File: config.mk
export PLATFORM = sky130hd
export DESIGN_NAME = mips_bus_arbiter
export DESIGN_NICKNAME = d
export VERILOG_FILES = /design/src/rtl/mips_bus_arbiter.sv
export SDC_FILE = /design/constraint.sdc
export NUM_CORES = 1
export LEC_CHECK = 0
export ABC_AREA = 1
export CORE_AREA = 2 2 106 108
export DETAILED_ROUTE_END_ITERATION = 8
export DIE_AREA = 0 0 108 110
export PLACE_DENSITY_LB_ADDON = 0.2
export SLEW_MARGIN = 20
export SYNTH_ARGS = -nofsm -noshare
export SYNTH_HDL_FRONTEND = slang
export SYNTH_SLANG_ARGS = --single-unit
File: constraint.sdc
create_clock -name clk -period 2.2 [get_ports clk]
set_input_delay 0.44 -clock clk [delete_from_list [all_inputs] [get_ports clk]]
set_output_delay 0.44 -clock clk [all_outputs]
set_load 0.01 [all_outputs]
File: src/rtl/mips_bus_arbiter.sv
// Shares one Avalon-style memory bus between instruction fetch (i_*) and data load/store (d_*).
// Optional build macro ARB_ROUND_ROBIN_EN alternates grants when both ports contend in IDLE.
module mips_bus_arbiter #(
  parameter int ADDR_W = 32,
  parameter int DATA_W = 32
) (
  input  logic                  clk,
  input  logic                  reset,
  input  logic                  i_read,
  input  logic [ADDR_W-1:0]     i_address,
  output logic                  i_waitrequest,
  output logic [DATA_W-1:0]     i_readdata,
  input  logic                  d_read,
  input  logic                  d_write,
  input  logic [ADDR_W-1:0]     d_address,
  input  logic [DATA_W-1:0]     d_writedata,
  input  logic [DATA_W/8-1:0]   d_byteenable,
  output logic                  d_waitrequest,
  output logic [DATA_W-1:0]     d_readdata,
  output logic [ADDR_W-1:0]     address,
  output logic                  read,
  output logic                  write,
  output logic [DATA_W-1:0]     writedata,
  output logic [DATA_W/8-1:0]   byteenable,
  input  logic                  waitrequest,
  input  logic [DATA_W-1:0]     readdata,
  output logic                  conflict_err
);

  typedef enum logic [1:0] {IDLE, GNT_I, GNT_D} state_t;

  state_t state;
  logic   d_req;

  assign d_req = d_read | d_write;

`ifdef ARB_ROUND_ROBIN_EN
  // 1 when the data port completed the most recent transaction
  logic last_grant_d;

  always_ff @(posedge clk or posedge reset) begin
    if (reset) begin
      last_grant_d <= 1'b0;
    end else if (state == GNT_I && i_read && !waitrequest) begin
      last_grant_d <= 1'b0;
    end else if (state == GNT_D && d_req && !waitrequest) begin
      last_grant_d <= 1'b1;
    end
  end
`endif

  // Arbitration happens only in IDLE; a grant is held until completion or until the requester drops
  always_ff @(posedge clk or posedge reset) begin
    if (reset) begin
      state        <= IDLE;
      conflict_err <= 1'b0;
    end else begin
      case (state)
        IDLE: begin
`ifdef ARB_ROUND_ROBIN_EN
          if (d_req && i_read) begin
            state <= last_grant_d ? GNT_I : GNT_D;
          end else if (d_req) begin
            state <= GNT_D;
          end else if (i_read) begin
            state <= GNT_I;
          end
`else
          if (d_req) begin
            state <= GNT_D;
          end else if (i_read) begin
            state <= GNT_I;
          end
`endif
        end
        GNT_I: begin
          if (!i_read || !waitrequest) begin
            state <= IDLE;
          end
        end
        GNT_D: begin
          if (d_read && d_write) begin
            conflict_err <= 1'b1;
          end
          if (!d_req || !waitrequest) begin
            state <= IDLE;
          end
        end
        default: state <= IDLE;
      endcase
    end
  end

  // Bus mux follows the granted port combinationally; a read/write conflict resolves to read
  always_comb begin
    address       = '0;
    read          = 1'b0;
    write         = 1'b0;
    writedata     = '0;
    byteenable    = '0;
    i_waitrequest = 1'b1;
    d_waitrequest = 1'b1;
    i_readdata    = '0;
    d_readdata    = '0;
    case (state)
      GNT_I: begin
        address       = i_address;
        read          = i_read;
        byteenable    = '1;
        i_waitrequest = waitrequest;
        i_readdata    = readdata;
      end
      GNT_D: begin
        address       = d_address;
        read          = d_read;
        write         = d_write & ~d_read;
        writedata     = d_writedata;
        byteenable    = d_byteenable;
        d_waitrequest = waitrequest;
        d_readdata    = readdata;
      end
      default: begin
      end
    endcase
  end

endmodule

## Yosys cells after proc, flatten, opt, wreduce, memory -nomap -nowiden

Cells that the tools add are included.

| storage, ports and cells | value |
|---|---|
| register bits | 3 |
| logic and storage cells | 33 |

| cells by class | value |
|---|---|
| bitwise logic cells | 3 |
| equality and inequality tests | 5 |
| reductions and logical operators | 9 |
| muxes and demuxes | 14 |

Operators by type and width:

| operator | count |
|---|---|
| 32-bit 2-to-1 mux | 3 |
| 32-bit one-hot mux with 2 select lines | 1 |
| 2-bit 2-to-1 mux | 4 |
| 4-bit one-hot mux with 2 select lines | 1 |
| 2-bit one-hot mux with 3 select lines | 1 |
| 2-bit inequality test, second input constant | 2 |
| 1-bit zero test | 3 |
| 1-bit 2-to-1 mux | 3 |
| 3-bit inequality test, second input constant | 1 |
| 3-bit AND reduction | 1 |
| 2-bit by 1-bit == test with 1-bit output, second input constant | 1 |
| 2-bit == test, second input constant | 1 |
| 2-bit zero test | 1 |
| 1-bit logical OR | 2 |
| 1-bit one-hot mux with 2 select lines | 1 |
| 2-bit AND reduction | 1 |
| 1-bit AND | 1 |
| 1-bit logical AND | 1 |
| 1-bit NOT | 1 |
| 1-bit OR | 1 |

## Logic depth before layout (Yosys ltp)

Gate-level depths: netlist of the first run.

| depth | value |
|---|---|
| word-level depth | 5 |
| depth in mapped cells | 7 |
| depth with buffers taken out | 6 |

## Worst setup path after synthesis of the first run

Ideal clock, no wire load.

| timing | value |
|---|---|
| path type | register -> output |
| start point | register state[1] |
| end point | output address[0] |
| path buffers | 1 |
| path slack | 0.627 ns |
| cell stages (with the launch flop) | 6 |
| arrival time | 1.133 ns |
| path through | dfrtp_1 > inv_1 > ha_1 > inv_2 > buf_2 > a21oi_1 |

| on the way | value |
|---|---|
| longest elaborated chain between the ends | 2 |
| elaborated cells between the ends (all ways) | 3 |
| classes of those cells | 2 x eq/ne; 1 x mux |

Ends and longest elaborated chain:

| what | line | source |
|---|---|---|
| start, declared | 32 | `state_t state;` |
| start signal, assigned | 55 | `state <= IDLE;` |
| start signal, assigned | 70 | `state <= GNT_D;` |
| start signal, assigned | 72 | `state <= GNT_I;` |
| 2-bit == test / 2-bit by 1-bit == test with 1-bit output (equally long branches) | 105 | `case (state)` |
| 32-bit one-hot mux with 2 select lines (*) | 105 |  |
| end, declared | 20 | `output logic [ADDR_W-1:0] address,` |

Every way passes the cells marked *; elsewhere a longest branch is shown, timed or not.

## Worst setup path in the final report of the first run

| timing | value |
|---|---|
| start point | register state[0] |
| end point | output address[0] |

Same word-level chain as after synthesis.

==> flow_summary.json, run 1 <==
{
  "grtUsageTotal": 0.145,
  "cts_buffers": 3,
  "root_buffer": "clkbuf_8",
  "die_area_um2": 11900,
  "crit_chain": "inv_2 > ha_1 > buf_12 > buf_4 > nand2_1 > a21oi_1 > clkdlybuf4s15_1",
  "nFillCells": 1129,
  "finalNonFillerCells": 782,
  "grt_max_degree": 37,
  "required_ps": 1760,
  "worstPathArrival_ps": 1710,
  "holdBufCountCts": 0,
  "synth_seq_cells": 3,
  "met2_usage": 0.311,
  "postRouteAntennaNets": 0,
  "totalWireLength_um": 9510,
  "tightest_slew_ps": 160,
  "die_w_um": 108,
  "end_kind": "output port",
  "grt.busiest_layer": "met2",
  "dp_slack_ps": -49.0,
  "grt_pass1_wl_um": 13900,
  "finalHoldViolCount": 0,
  "cts_tree": "built",
  "critPathKind": "reg -> out",
  "synth_warnings": 0,
  "row_count": 38,
  "power_density_nw_per_um2": 663,
  "worst-path-max-fanout": 18,
  "ys_seq_area_frac": 0.0455,
  "place_area_um2": 4630,
  "grt_pass1_vias": 2986,
  "synth_top_area_frac": 0.373,
  "dp_hpwl_um": 7700,
  "crit_buf_inv": 4,
  "max_slew_margin": 0.893,
  "timing.rr.start": "state[0]",
  "p_total_uw": 3120,
  "use_met1": 0.134,
  "setup_viol": 0,
  "design_area_um2": 4710,
  "start_util": 0.154,
  "synthCells": 357,
  "synth_cell_types": 17,
  "drive_gt1_frac": 0.0997,
  "fp.dieH_um": 110,
  "antenna_found_initial": 0,
  "setup_ws_ps": 48.4,
  "syn_avg_cell_area_um2": 4.63,
  "place.port_buffers": 274,
  "hp-class": "in -> async",
  "clk_latency_ps": 220,
  "timing.fmax_mhz": 465,
  "path_delay_family": "buffers and inverters",
  "syn_to_final_growth_pct": 185,
  "h-tree-depth": 1,
  "gr-total-overflow": 0,
  "dp.cells": 773,
  "grt_setup_unrepaired": "yes",
  "num_antenna_cells": 0,
  "finalCritPeriodShare": 0.978,
  "fin_crit_ps": 2150,
  "ioPinCount": 275,
  "startpoint": "state[0]",
  "synth.area.top_cells": "nand2_1 37%, inv_1 24%, a21oi_1 11%",
  "clkTransAtPathRegs_ps": 30,
  "tns_ps": 0,
  "outcome": "complete, no violations",
  "core_area_um2": 10700,
  "finalWeightedCongestion": 0.838,
  "yosys.area.top_type": "nand2_1",
  "finClkSkew_ps": 0.660,
  "drc_errors": 0,
  "finalNetCount": 785,
  "wl_per_cell_um": 12.2,
  "syn-num-nets": 499,
  "dr.pass1.iters": 4,
  "clockBufferDepth": 2,
  "maxSlewViolCount": 0,
  "globalRouteMet3Util": 0.0459,
  "dr.first_iter.drc_count": 114,
  "p_leak_uw": 0.00316,
  "slowest_delay_ps": 390,
  "vias": 3074,
  "vias_per_cell": 3.93,
  "cts.sink_count": 3,
  "crit_path_start_kind": "register",
  "slowest_stage": "dfrtp_1",
  "synthesis.area_um2": 1650,
  "cap_violations": 0,
  "irDropWorstVdd_mv": 0.429
}
-- registers in the layout (all words and copies together), names as in the netlist --
signal / count
conflict_err: 1
state: 2
-- synthesized netlist by cell type, drive strengths merged --
| cell | number |
|---|---|
| a21oi | 37 |
| nor2 | 3 |
| inv | 106 |
| buf | 23 |
| nand3 | 4 |
| o21bai | 1 |
| nand4 | 2 |
| nand2 | 174 |
| ha | 4 |
| dfrtp | 3 |
-- through the flow --
stage	hold WS, ps	utilization
finish	389	0.441
floorplan	194	-
global placement	494	0.433
global route	399	0.441
detailed placement	502	0.433
CTS	389	0.440
-- timing repair --
action,in CTS,in global routing
setup buffers,1,0
endpoints found under the setup margin,136,47
gates cloned,4,0
resized for setup,132,50
-- kinds of logic after synthesis --
family | Yosys count | share of synthesized area
flops | 3 | 0.0455
simple gates | 183 | 0.440
buf+inv | 129 | 0.367
compound gates | 38 | 0.117
fa+ha+maj | 4 | 0.0303
-- layer usage --
metal	routed length, um	part of all wire	up-vias
met4	144	0.015	0
met2	5150	0.54	173
met3	1090	0.11	12
met1	3120	0.33	1324
met5	0	0	-
li1	-	-	1565
-- worst reg2reg max path, stage by stage (launching register included) --
cell and delay (ps):
dfrtp_1 390, buf_4 150, ha_4 170, buf_12 150, bufbuf_16 280, nand3_1 120, nand3_1 120, nand2_1 70
nand2_1 60
-- area by class of cell --
| class | instances | area (um2) | share of cell area |
|---|---|---|---|
| clock buffer | 4 | 45.0 | 0.00956 |
| inverter | 106 | 403 | 0.0855 |
| multi-input combinational | 225 | 1000 | 0.213 |
| sequential | 3 | 75.1 | 0.0159 |
| tap | 140 | 175 | 0.0372 |
| timing repair buffer | 304 | 3010 | 0.639 |
-- power breakdown --
group / internal, uW / switching (uW)
logic: 1450 / 1430
clock network: 124 / 36.8
registers: 68.5 / 15.1
-- layout by cell type, fill, tap and decap left out --
cell type,n
nor2_1,3
buf_16,1
buf_4,19
clkdlybuf4s50_1,138
clkdlybuf4s15_1,11
nand2_2,10
nand2_1,164
nand3_2,1
clkbuf_8,3
nand4_1,2
buf_8,1
buf_12,5
ha_1,2
dfrtp_1,3
dlygate4sd2_1,98
a21oi_1,35
inv_1,102
bufbuf_16,4
ha_4,2
nand3_1,3
inv_2,3
o21bai_1,1
clkbuf_1,1
inv_6,1
a21oi_2,2
clkbuf_2,12
dlymetal6s2s_1,15
-- worst paths after layout --
| path | slack (ps) | endpoint | cells after the start |
|---|---|---|---|
| worst max-delay path | 50 | address[0] | 7 |
| worst min-delay path | 390 | state[0] | 2 |
| worst max register to register | 570 | state[1] | 8 |
| worst min register to register | 500 | conflict_err | 1 |
| max in group asynchronous | 1680 | conflict_err | 2 |
| min in group clk | 500 | conflict_err | 1 |
Power figures use the tool's default switching activity.
==> run 2: changes to the inputs <==
- SKIP_LAST_GASP: not set -> 1
==> flow_summary.json, run 2 (same netlist as run 1, synthesis figures left out) <==
{
  "gr-total-overflow": 0,
  "vias": 3094,
  "slowest_delay_ps": 530,
  "grt_max_degree": 37,
  "cts.sink_count": 3,
  "tightest_slew_ps": 169,
  "power_density_nw_per_um2": 693,
  "worst-path-max-fanout": 18,
  "h-tree-depth": 1,
  "finalCritPeriodShare": 1.02,
  "holdBufCountCts": 0,
  "postRouteAntennaNets": 0,
  "row_count": 38,
  "rrSetupSlack_ps": 570,
  "final_common_cell": "nand2_1",
  "end_kind": "output port",
  "start_util": 0.154,
  "crit_path_start_kind": "register",
  "design_area_um2": 4840,
  "num_antenna_cells": 0,
  "fin_crit_ps": 2230,
  "grt_pass1_vias": 2996,
  "timing.fmax_mhz": 448,
  "vias_per_cell": 3.93,
  "die_w_um": 108,
  "grt_setup_unrepaired": "yes",
  "root_buffer": "clkbuf_8",
  "syn_to_final_growth_pct": 193,
  "setup_ws_ps": -33.1,
  "setup_viol": 19,
  "cts_tree": "built",
  "finalHoldViolCount": 0,
  "irDropWorstVdd_mv": 0.427,
  "wl_per_cell_um": 12.3,
  "violations": "setup timing",
  "core_area_um2": 10700,
  "place_area_um2": 4630,
  "met2_usage": 0.312,
  "ioPinCount": 275,
  "critPathKind": "reg -> out",
  "max_slew_margin": 0.887,
  "totalWireLength_um": 9710,
  "clockBufferDepth": 2,
  "dp_hpwl_um": 7700,
  "grtUsageTotal": 0.145,
  "fp.dieH_um": 110,
  "place.port_buffers": 274,
  "largest_reg_flops": 2,
  "clk_latency_ps": 220,
  "whs_ps": 388,
  "dr.first_iter.drc_count": 87,
  "finClkSkew_ps": 2.25,
  "final_cell_mix": "164 x nand2_1, 161 x clkdlybuf4s50_1, 102 x inv_1",
  "slowest_stage": "clkdlybuf4s50_1",
  "required_ps": 1760,
  "die_area_um2": 11900,
  "drive_gt1_frac": 0.107,
  "clkTransAtPathRegs_ps": 30,
  "finalWeightedCongestion": 0.838,
  "dr.pass1.iters": 4,
  "p_leak_uw": 0.00326,
  "cap_violations": 0,
  "crit_chain": "buf_4 > ha_4 > clkbuf_16 > nand2_1 > inv_1 > clkdlybuf4s50_1",
  "hp-class": "in -> async",
  "globalRouteMet3Util": 0.0459,
  "maxSlewViolCount": 0,
  "path_delay_family": "buffers and inverters",
  "drc_errors": 0,
  "top_regs": "state x2, conflict_err x1",
  "worstPathArrival_ps": 1790,
  "grt.busiest_layer": "met2",
  "grt_pass1_wl_um": 14000,
  "crit_buf_inv": 4,
  "cts_buffers": 3,
  "outcome": "finished, violations left",
  "regMostFlops": "state",
  "antenna_found_initial": 0,
  "use_met1": 0.134,
  "finalNetCount": 790
}
run 2: cell types whose count changed in the layout (fill, tap and decap cells not counted), sizes merged:
cell and change:
clkbuf +1, clkdlybuf4s50 +23, clkdlybuf4s15 -1, buf +4, dlymetal6s2s +12, dlygate4sd2 -34
run 2: layout make-up:
class | count | area, um2
Timing Repair Buffer | 309 | 3140
Fill cell | 1108 | 5860
Multi-Input combinational cell | 225 | 1000
Tap cell | 140 | 175
Inverter | 106 | 403
Sequential cell | 3 | 75.1
Clock buffer | 4 | 45.0
run 2: power by group:
group	switching (uW)	internal, uW	leakage (uW)
Sequential	14.7	68.5	0.0000346
Combinational	1470	1640	0.00320
Clock	36.6	124	0.0000228
Total	1520	1840	0.00326
run 2: layer usage:
layer	vias up	part of all wire
met1	1332	0.33
met5	-	0
li1	1577	-
met3	12	0.11
met4	0	0.015
met2	173	0.54
run 2: repair_timing:
item,4_1_cts,5_1_grt
gates cloned,4,1
hold endpoints to repair,0,0
setup endpoints to repair,136,82
resized for setup,96,62
buffers inserted,1,4
run 2: worst paths after layout:
kind                                   start            end  cells past startpoint
worst min register to register  conflict_err   conflict_err                      1
min in group clk                conflict_err   conflict_err                      1
worst max-delay path                state[1]  writedata[13]                      6
worst max register to register      state[0]       state[1]                      8
max in group asynchronous              reset   conflict_err                      2
worst min-delay path                   reset       state[0]                      2
run 2: through the flow:
stage	cells	setup WS (ps)	total power [uW]	utilization	setup TNS [ps]
after floorplan	357	627	1400	-	0
after global placement	773	-47.9	3150	0.433	-128
after detailed placement	773	-49.0	3170	0.433	-253
after CTS	782	-196	3330	0.444	-1710
after global routing	787	-124	3650	0.453	-3850
final	787	-33.1	3350	0.453	-332
